## config.mk

```make
export PLATFORM = sky130hd
export DESIGN_NAME = attex_dma_sequencer
export DESIGN_NICKNAME = d
export VERILOG_FILES = /design/src/rtl/attex_dma_sequencer.sv
export SDC_FILE = /design/constraint.sdc
export NUM_CORES = 1
export LEC_CHECK = 0
export ABC_AREA = 0
export BUFFER_PORTS_ARGS = -buffer_cell sky130_fd_sc_hd__buf_2
export CAP_MARGIN = 20
export CORE_AREA = 2 2 94 96
export CTS_BUF_LIST = sky130_fd_sc_hd__clkbuf_8
export CTS_CLUSTER_DIAMETER = 100
export DETAILED_ROUTE_END_ITERATION = 10
export DIE_AREA = 0 0 96 98
export PLACE_DENSITY = 0.76
export SYNTH_ARGS = -nofsm -noshare
export SYNTH_HDL_FRONTEND = slang
export SYNTH_SLANG_ARGS = --single-unit
```

## constraint.sdc

```tcl
create_clock -name clk30 -period 2.3 [get_ports clk30]
set_input_delay 0.46 -clock clk30 [delete_from_list [all_inputs] [get_ports clk30]]
set_output_delay 0.46 -clock clk30 [all_outputs]
set_load 0.02 [all_outputs]
```

## src/rtl/attex_dma_sequencer.sv

```systemverilog
// attex_dma_sequencer: single-channel word DMA between the CDIC (single-address req/ack/rdy/dtc/
// done handshake) and MCD212-decoded memory. While a burst is running it keeps the SCC68070 off
// the bus and asks the MCD212 to let the transfer win over video fetch.
//
// Ports
//   clk30, reset          system clock, synchronous active-high reset
//   start/dir/cfg_addr/cfg_count  one-cycle program strobe and its transfer parameters
//   abort                 stop at the next word boundary
//   busy, done_irq, err   channel status (err is sticky until the next accepted start)
//   cur_addr, remaining   live word address and words left
//   dev_req/dev_done_in   device request / device-initiated termination
//   dev_ack/dev_rdy/dev_dtc/dev_done_out  device handshake outputs
//   mem_cs/mem_we/mem_addr/mem_bus_ack    memory word cycle
//   cpu_idle, hold_cpu    CPU bus arbitration
//   starve_override       tells the MCD212 not to stall the transfer for video fetch
module attex_dma_sequencer #(
  parameter int unsigned CNT_W       = 16,
  parameter int unsigned ACK_TIMEOUT = 255
) (
  input  logic             clk30,
  input  logic             reset,
  input  logic             start,
  input  logic             dir,
  input  logic [22:0]      cfg_addr,
  input  logic [CNT_W-1:0] cfg_count,
  input  logic             abort,
  output logic             busy,
  output logic             done_irq,
  output logic             err,
  output logic [22:0]      cur_addr,
  output logic [CNT_W-1:0] remaining,
  input  logic             dev_req,
  input  logic             dev_done_in,
  output logic             dev_ack,
  output logic             dev_rdy,
  output logic             dev_dtc,
  output logic             dev_done_out,
  output logic             mem_cs,
  output logic             mem_we,
  output logic [22:0]      mem_addr,
  input  logic             mem_bus_ack,
  input  logic             cpu_idle,
  output logic             hold_cpu,
  output logic             starve_override
);

  localparam int unsigned TmoW = 10;
  localparam logic [TmoW-1:0] TmoLast = TmoW'(ACK_TIMEOUT - 1);

  typedef enum logic [2:0] {
    StIdle, StArmed, StWaitBus, StXfer, StGap, StDone, StError
  } state_e;

  state_e           state_q, state_d;
  logic [22:0]      addr_q, addr_d;
  logic [CNT_W-1:0] rem_q, rem_d;
  logic             dir_q, dir_d;
  logic             err_q, err_d;
  logic             term_q, term_d;
  logic [TmoW-1:0]  tmo_q, tmo_d;
  logic             dtc_q, dtc_d;
  logic             done_out_q, done_out_d;
  logic             done_irq_q, done_irq_d;
  logic             term_now;

  assign term_now = abort | dev_done_in;

  always_comb begin
    state_d    = state_q;
    addr_d     = addr_q;
    rem_d      = rem_q;
    dir_d      = dir_q;
    err_d      = err_q;
    term_d     = term_q;
    tmo_d      = tmo_q;
    dtc_d      = 1'b0;
    done_out_d = 1'b0;
    done_irq_d = (state_q == StDone) || (state_q == StError);

    unique case (state_q)
      StIdle: begin
        if (start) begin
          addr_d  = cfg_addr;
          rem_d   = cfg_count;
          dir_d   = dir;
          err_d   = 1'b0;
          term_d  = 1'b0;
          state_d = (cfg_count == '0) ? StDone : StArmed;
        end
      end
      StArmed: begin
        if (term_now) begin
          state_d = StDone;
        end else if (dev_req) begin
          state_d = StWaitBus;
        end
      end
      StWaitBus: begin
        if (term_now) begin
          state_d = StDone;
        end else if (cpu_idle) begin
          state_d = StXfer;
          tmo_d   = '0;
        end
      end
      StXfer: begin
        // A terminate during a word only takes effect once that word has finished.
        term_d = term_q | term_now;
        if (mem_bus_ack) begin
          addr_d = addr_q + 23'd1;
          rem_d  = rem_q - CNT_W'(1);
          dtc_d  = 1'b1;
          if (rem_q == CNT_W'(1)) begin
            done_out_d = ~(term_q | term_now);
            state_d    = StDone;
          end else begin
            state_d = StGap;
          end
        end else if (tmo_q == TmoLast) begin
          err_d   = 1'b1;
          state_d = StError;
        end else begin
          tmo_d = tmo_q + TmoW'(1);
        end
      end
      StGap: begin
        if (term_q | term_now) begin
          state_d = StDone;
        end else if (dev_req) begin
          state_d = StXfer;
          tmo_d   = '0;
        end else begin
          state_d = StArmed;
        end
      end
      StDone, StError: begin
        state_d = StIdle;
      end
      default: begin
        state_d = StIdle;
      end
    endcase
  end

  always_ff @(posedge clk30) begin
    if (reset) begin
      state_q    <= StIdle;
      addr_q     <= '0;
      rem_q      <= '0;
      dir_q      <= 1'b0;
      err_q      <= 1'b0;
      term_q     <= 1'b0;
      tmo_q      <= '0;
      dtc_q      <= 1'b0;
      done_out_q <= 1'b0;
      done_irq_q <= 1'b0;
    end else begin
      state_q    <= state_d;
      addr_q     <= addr_d;
      rem_q      <= rem_d;
      dir_q      <= dir_d;
      err_q      <= err_d;
      term_q     <= term_d;
      tmo_q      <= tmo_d;
      dtc_q      <= dtc_d;
      done_out_q <= done_out_d;
      done_irq_q <= done_irq_d;
    end
  end

  // hold_cpu is asserted from the first WAIT_BUS cycle and survives GAP only while the
  // channel continues, so it follows directly from the state.
  assign hold_cpu        = (state_q == StWaitBus) || (state_q == StXfer) || (state_q == StGap);
  assign starve_override = hold_cpu || ((state_q == StArmed) && dev_req);
  assign busy            = (state_q != StIdle);
  assign dev_ack         = (state_q == StXfer);
  assign mem_cs          = (state_q == StXfer);
  assign mem_we          = mem_cs & ~dir_q;
  assign dev_rdy         = (state_q == StXfer) && mem_bus_ack;
  assign mem_addr        = addr_q;
  assign cur_addr        = addr_q;
  assign remaining       = rem_q;
  assign err             = err_q;
  assign dev_dtc         = dtc_q;
  assign dev_done_out    = done_out_q;
  assign done_irq        = done_irq_q;

endmodule
```

==> metrics, run 1 <==
critical path fanouts, max=80; worst slack at placement=0.1149 ns; Root Buffer=clkbuf_8; hold_sp=cfg_addr[1]; clock slew at reported path FFs=0.08 ns; port buffer count=120; Fill cells=759; sequential group share of total power=31.6%; vias in the first global route=4045; wire per inst=17.15 um; min Tclk post-route=2.165 ns; Die X=96 um; total track usage=25.82%; CTS sink cnt=58; GP Congestion=0.8920; mux contribution to synthesized area=1.265%; Max Freq=0.4619 GHz; WP data required=1.84 ns; Mapped Area=4055 um2; PwrDens=888.2 nW/um2; vias=4675; Worst R2R End=state_q[0]; register area share after synthesis=28.63%; Period Utilization, post-route=94.13%; I/O pin count=121; crit path kind=flop to primary output; startpoint types=flop; Comb power frac=43.8%; Routed WL=12630 um; outcome=complete, no violations; Vias/cell=6.352; Max IR drop VDD=427.1 uV; Post-synth EDFFs=0; TritonCTS Buffers=9; Leakage=2.040 nW; R2R setup slack=0.17 ns; final std cells w/o fill=736; Iter 0 DRT Violations=362; Worst-Skew Late Latency=0.35 ns; dpl cells=720; simple-gate area share of the yosys netlist=32.46%; Area Overhead vs Synth=19.93%; adder-cell area share of the yosys netlist=1.543%; Routed Antenna Nets=0; # hold bufs at CTS=0; Hold Path Depth=3; M2 GR Usage=41.51%; largest net degree at the start of global routing=81; met1 usage=34.07%; Netlist cell types=67; met3 Resource Use GR=4.938%; DRC Markers=0; layout cell share with drive strength beyond 1=27.07%; unrepaired setup endpoints after global routing=no; hold endpoint=cur_addr[1]; Initial Util=47.90%; die height=98 um; Clock power frac=24.6%; Psw=1.861 mW; DPL Wire Length=8693 um; fin. max-slew vios=0; Cells after Synth=533; Area contributors post-synth=dfxtp_1 29%, a21oi_1 5.4%, buf_4 4.4%, nand2_1 3.6%, nand3_1 3.0%; GRT busiest layer=met2; # rows=34; largest family of logic cells by synthesized area=simple AND/OR/NAND/NOR gates; endpoint class of the critical path=primary output; clock skew=0.01227 ns; Setup TNS=0 ns; die area=9408 um2; final hold vios=0; core area=8466 um2; XOR/XNOR Fraction of Synth Area=0.4320%; initial antenna violation count=0; Synth Area in Compound Gates=25.46%; syn_area_per_cell=7.608 um2; Yosys top cell by area=dfxtp_1; CTS HTree Levels=3; total gr overflow=0; nets=676; HP Class=primary input to flop; CTS tree=built; Clock Path Buffers=2; headroom to the max-slew limit=67.90%; Cell Int Power=2.459 mW; final setup vio count=0; Synth Flop Type=dfxtp_1; Least-Margin Pin Slew=0.4771 ns; flop and latch count out of synthesis=58; drt first pass iters=6; top cell type's share of synthesized area=28.63%; async set-reset flop share out of synthesis=0%; Switching Fraction=43.07%; Arr. time, crit path=1.71 ns; Mapped Nets=586; Ant. Diodes=0; Max-Cap Viols=0; Worst R2R Start=tmo_q[1]; global-route wire length before repair=19480 um; final worst slack=0.1350 ns; Synth Warn #=0; r2r worst-path depth=5; total power=4.320 mW
[worst max-delay path, stage by stage (launching register included)]
cell	delay, ns
dfxtp_1	0.34
buf_4	0.23
nand3b_2	0.14
buf_12	0.22
nor2_1	0.18
buf_2	0.19
[cell usage in the layout (no fill, tap or decap), types with 18 or more instances in the layout]
cell     synthesis  routed
buf_4           24      18
dfxtp_1         58      58
nor2_1          30      30
a21oi_1         44      43
nand3_1         24      24
o21ai_0         24      24
nor3_1          23      23
buf_2            7     120
inv_1           17      18
nand2_1         39      39
[cells in the mapped netlist, types with 3 or more instances]
cell type / instances
nor4b_1: 4
nor4_1: 14
or4_1: 11
nor3_1: 23
o211ai_1: 7
nor4bb_1: 3
a211o_1: 4
a21o_1: 7
o311ai_0: 4
a311oi_1: 4
and2_1: 10
or2_2: 3
ha_1: 5
nand2_1: 39
a21oi_1: 44
nand3_1: 24
a31oi_1: 17
nand2b_1: 3
mux2i_1: 4
a211oi_1: 6
buf_2: 7
o31ai_1: 3
buf_4: 24
dfxtp_1: 58
nor2_1: 30
clkbuf_1: 27
o21ai_0: 24
and3_1: 17
or3_1: 10
nand3b_1: 4
a22oi_1: 3
o32ai_1: 5
inv_1: 17
nor2b_1: 3
o31a_1: 4
and4_1: 5
nand4_1: 15
[through the flow]
step | util [%] | area (um2) | hold slack, ns
2_1_floorplan | - | 4055 | 0.4367
3_3_place_gp | 54.77 | 4637 | 0.4471
3_5_place_dp | 54.77 | 4637 | 0.4507
4_1_cts | 57.36 | 4856 | 0.3737
5_1_grt | 57.45 | 4863 | 0.3909
6_report | 57.45 | 4863 | 0.3739
[cell families (layout without fill, tap and decap cells)]
kind of cell	Yosys count	in the layout
simple gates	230	230
compound gates	153	153
buf+inv	80	175
flops	58	58
fa+ha+maj	5	5
mux	5	5
xor+xnor	2	2
[per-layer routing]
metal / wire length, um / part of all wire, %
met5: 0 / 0
met3: 1026 / 8.1
met4: 340 / 2.7
met2: 6113 / 48
met1: 5144 / 41
[flip-flops by register name (all words and copies together) (netlist names)]
| signal | count |
|---|---|
| state_q | 3 |
| err | 1 |
| dev_dtc | 1 |
| done_irq | 1 |
| dir_q | 1 |
| dev_done_out | 1 |
| term_q | 1 |
| cur_addr | 23 |
| tmo_q | 10 |
| remaining | 16 |
[power groups by stage]
stage,combinational (mW),sequential (mW),clock [mW]
after detailed placement,1.85,1.38,0
after global routing,2.03,1.39,1.13
after CTS,1.86,1.36,1.07
final,1.89,1.36,1.06
after global placement,1.82,1.37,0
after floorplan,1.22,1.49,0
[worst max path at each step]
stage	start	endpoint	depth (start not counted)
after global placement	start	cur_addr[22]	5
after floorplan	remaining[0]	remaining[10]	7
after global routing	state_q[0]	mem_cs	5
after detailed placement	remaining[0]	remaining[10]	6
final	state_q[0]	mem_we	5
after CTS	state_q[0]	mem_cs	5
[repair_timing]
action	4_1_cts	5_1_grt
endpoints found under the setup margin	0	3
resized for setup	0	2
setup buffers	0	0
endpoints found under the hold margin	0	0
[cell type report]
class,count,area (um2),area share (%)
Clock buffer,10,137.6,2.830
Clock inverter,6,81.33,1.672
Inverter,18,67.56,1.389
Multi-Input combinational cell,395,2494,51.27
Sequential cell,58,1161,23.87
Tap cell,108,135.1,2.779
Timing Repair Buffer,141,787.0,16.18
Note: power is estimated with default switching activity, not from simulation.
==> run 2: changes to the inputs <==
ABC_AREA = 1   (was 0)
CTS_BUF_LIST = sky130_fd_sc_hd__clkbuf_16   (was sky130_fd_sc_hd__clkbuf_8)
==> run 2 against run 1 <==
  * Register-to-register slack improved by 0.20 ns
  * First-iteration DRC count decreased by 33%
  * Largest cell class unchanged
  * Largest power group unchanged
  * Cell count increased by 16%
  * Combinational power increased by 9.5%
  * Clock skew decreased by 0.0058 ns
  * Worst setup slack improved by 0.14 ns
  * Global-route usage decreased by 0.22 points
  * Via count decreased by 2.2%
==> metrics, run 2 <==
Synth Warn #=0; async set-reset flop share out of synthesis=0%; DRC Markers=0; headroom to the max-slew limit=58.31%; die height=98 um; Routed Antenna Nets=0; PwrDens=1009 nW/um2; Hold Path Depth=3; flop and latch count out of synthesis=58; max reg flops=23; die area=9408 um2; DPL Wire Length=8448 um; top-count cell post-synth=nand2_1; final hold vios=0; Setup Fix Bufs, Post-CTS=0; global-route wire length before repair=19380 um; # rows=34; Cell Int Power=2.678 mW; fin. max-slew vios=0; total gr overflow=0; vias=4570; WP data required=1.84 ns; initial antenna violation count=0; final std cells w/o fill=856; clock slew at reported path FFs=0.05 ns; R2R setup slack=0.37 ns; Worst R2R End=cur_addr[3]; sequential group share of total power=30.7%; TritonCTS Buffers=9; Area Overhead vs Synth=18.94%; Die X=96 um; r2r worst-path depth=9; endpoint class of the critical path=primary output; Iter 0 DRT Violations=241; Mapped Nets=706; HP Class=primary input to flop; core area=8466 um2; Worst R2R Start=state_q[1]; PostCTS Resize Cnt=0; Synth Flop Type=dfxtp_1; Yosys top cell by area=dfxtp_1; Period Utilization, post-route=87.98%; Max Freq=0.4942 GHz; startpoint types=flop; clock skew=0.006513 ns; critical path fanouts, max=4; Initial Util=47.92%; hold endpoint=dir_q; final setup vio count=0; Mapped Area=4056 um2; post-route cell area=4825 um2; # hold bufs at CTS=0; syn_area_per_cell=6.212 um2; Post-synth EDFFs=0; Fill cells=895; min Tclk post-route=2.023 ns; Clock Path Buffers=2; Psw=2.190 mW; WHS=0.3763 ns; top cell type's share of synthesized area=28.62%; CTS sink cnt=58; vias in the first global route=4235; dpl cell area=4539 um2; Cells after Synth=653; Leakage=2.174 nW; Routed WL=11670 um; nets=796; largest net degree at the start of global routing=49; commonest cells after routing, fill and taps aside=165 x nand2_1, 120 x buf_2, 101 x nor2_1; Arr. time, crit path=1.56 ns; Least-Margin Pin Slew=0.6244 ns; drt first pass iters=4; outcome=complete, no violations; layout cell share with drive strength beyond 1=22.33%; dpl cells=840; Clock power frac=26.8%; Root Buffer=clkbuf_16; commonest non-fill, non-tap cell in the layout=nand2_1; synth cell count leaders=165 x nand2_1, 101 x nor2_1, 65 x a21oi_1; CTS HTree Levels=3; Netlist cell types=37; Setup TNS=0 ns; Comb power frac=42.5%; Ant. Diodes=0; I/O pin count=121; Switching Fraction=44.99%; total track usage=25.61%; GP Congestion=0.9755; port buffer count=120; post-layout util=56.99%; hold_sp=dir; Max IR drop VDD=558.2 uV; register area share after synthesis=28.62%; Area contributors post-synth=dfxtp_1 29%, nand2_1 15%, nor2_1 9.3%, a21oi_1 8.0%, o21ai_0 5.3%; Max-Cap Viols=0; Vias/cell=5.339; CTS tree=built; unrepaired setup endpoints after global routing=no; wire per inst=13.64 um; Worst-Skew Late Latency=0.32 ns; crit path kind=flop to primary output
run 2: cell types whose count changed after synthesis, moves of 10 or more:
cell | before | now
a21oi_1 | 44 | 65
a31oi_1 | 17 | 2
and3_1 | 17 | 0
clkbuf_1 | 27 | 7
inv_1 | 17 | 49
nand2_1 | 39 | 165
nand3_1 | 24 | 38
nor2_1 | 30 | 101
nor3_1 | 23 | 8
nor4_1 | 14 | 1
o21ai_0 | 24 | 43
or3_1 | 10 | 0
or4_1 | 11 | 0
xor2_1 | 0 | 13
run 2: how the worst max path moves through the flow:
stage | start | endpoint | slack (ns) | cells after the start
6_report | state_q[0] | starve_override | 0.28 | 4
4_1_cts | state_q[0] | starve_override | 0.27 | 4
2_1_floorplan | cur_addr[0] | cur_addr[14] | 0.60 | 8
5_1_grt | state_q[1] | cur_addr[3] | 0.17 | 9
3_3_place_gp | state_q[1] | cur_addr[3] | 0.46 | 9
3_5_place_dp | state_q[1] | cur_addr[3] | 0.38 | 9
run 2: layer usage:
metal	GRT usage (%)	wire length, um
met5	0	0
met4	10.66	349
met3	4.244	732
met2	42.79	5521
met1	32.18	5069
run 2: critical path, cell delays in order, from the launching register on:
cell and delay [ns]:
dfxtp_1 0.40, inv_1 0.09, nor3_1 0.42, a21o_1 0.18, buf_2 0.15
run 2: cell type report:
cell class	instances	area, um2	area share [%]
Tap cell	108	135.1	2.801
Inverter	53	198.9	4.123
Clock inverter	7	60.06	1.245
Multi-Input combinational cell	495	2399	49.71
Timing Repair Buffer	126	645.6	13.38
Clock buffer	9	225.2	4.668
Sequential cell	58	1161	24.07
run 2: power groups by stage:
stage / sequential [mW] / combinational, mW / clock, mW
2_1_floorplan: 1.64 / 1.43 / 0
3_3_place_gp: 1.50 / 2.03 / 0
3_5_place_dp: 1.51 / 2.06 / 0
4_1_cts: 1.49 / 2.07 / 1.32
5_1_grt: 1.53 / 2.30 / 1.36
6_report: 1.49 / 2.07 / 1.30
run 2: logic make-up (layout without fill, tap and decap cells):
logic type	Yosys count	after routing	share of synthesized area (%)
AOI/OAI and AO/OA	122	122	15.70
DFF	58	58	28.62
buffers and inverters	100	195	12.25
and+or+nand+nor	349	349	37.79
adders and majority gates	5	5	1.542
xor gates and xnor gates	19	19	4.102
run 2: through the flow:
stage	setup slack, ns	total power, mW
after global placement	0.4643	3.529
after CTS	0.2716	4.880
after floorplan	0.5980	3.064
after detailed placement	0.3828	3.562
after global routing	0.1702	5.193
final	0.2765	4.869
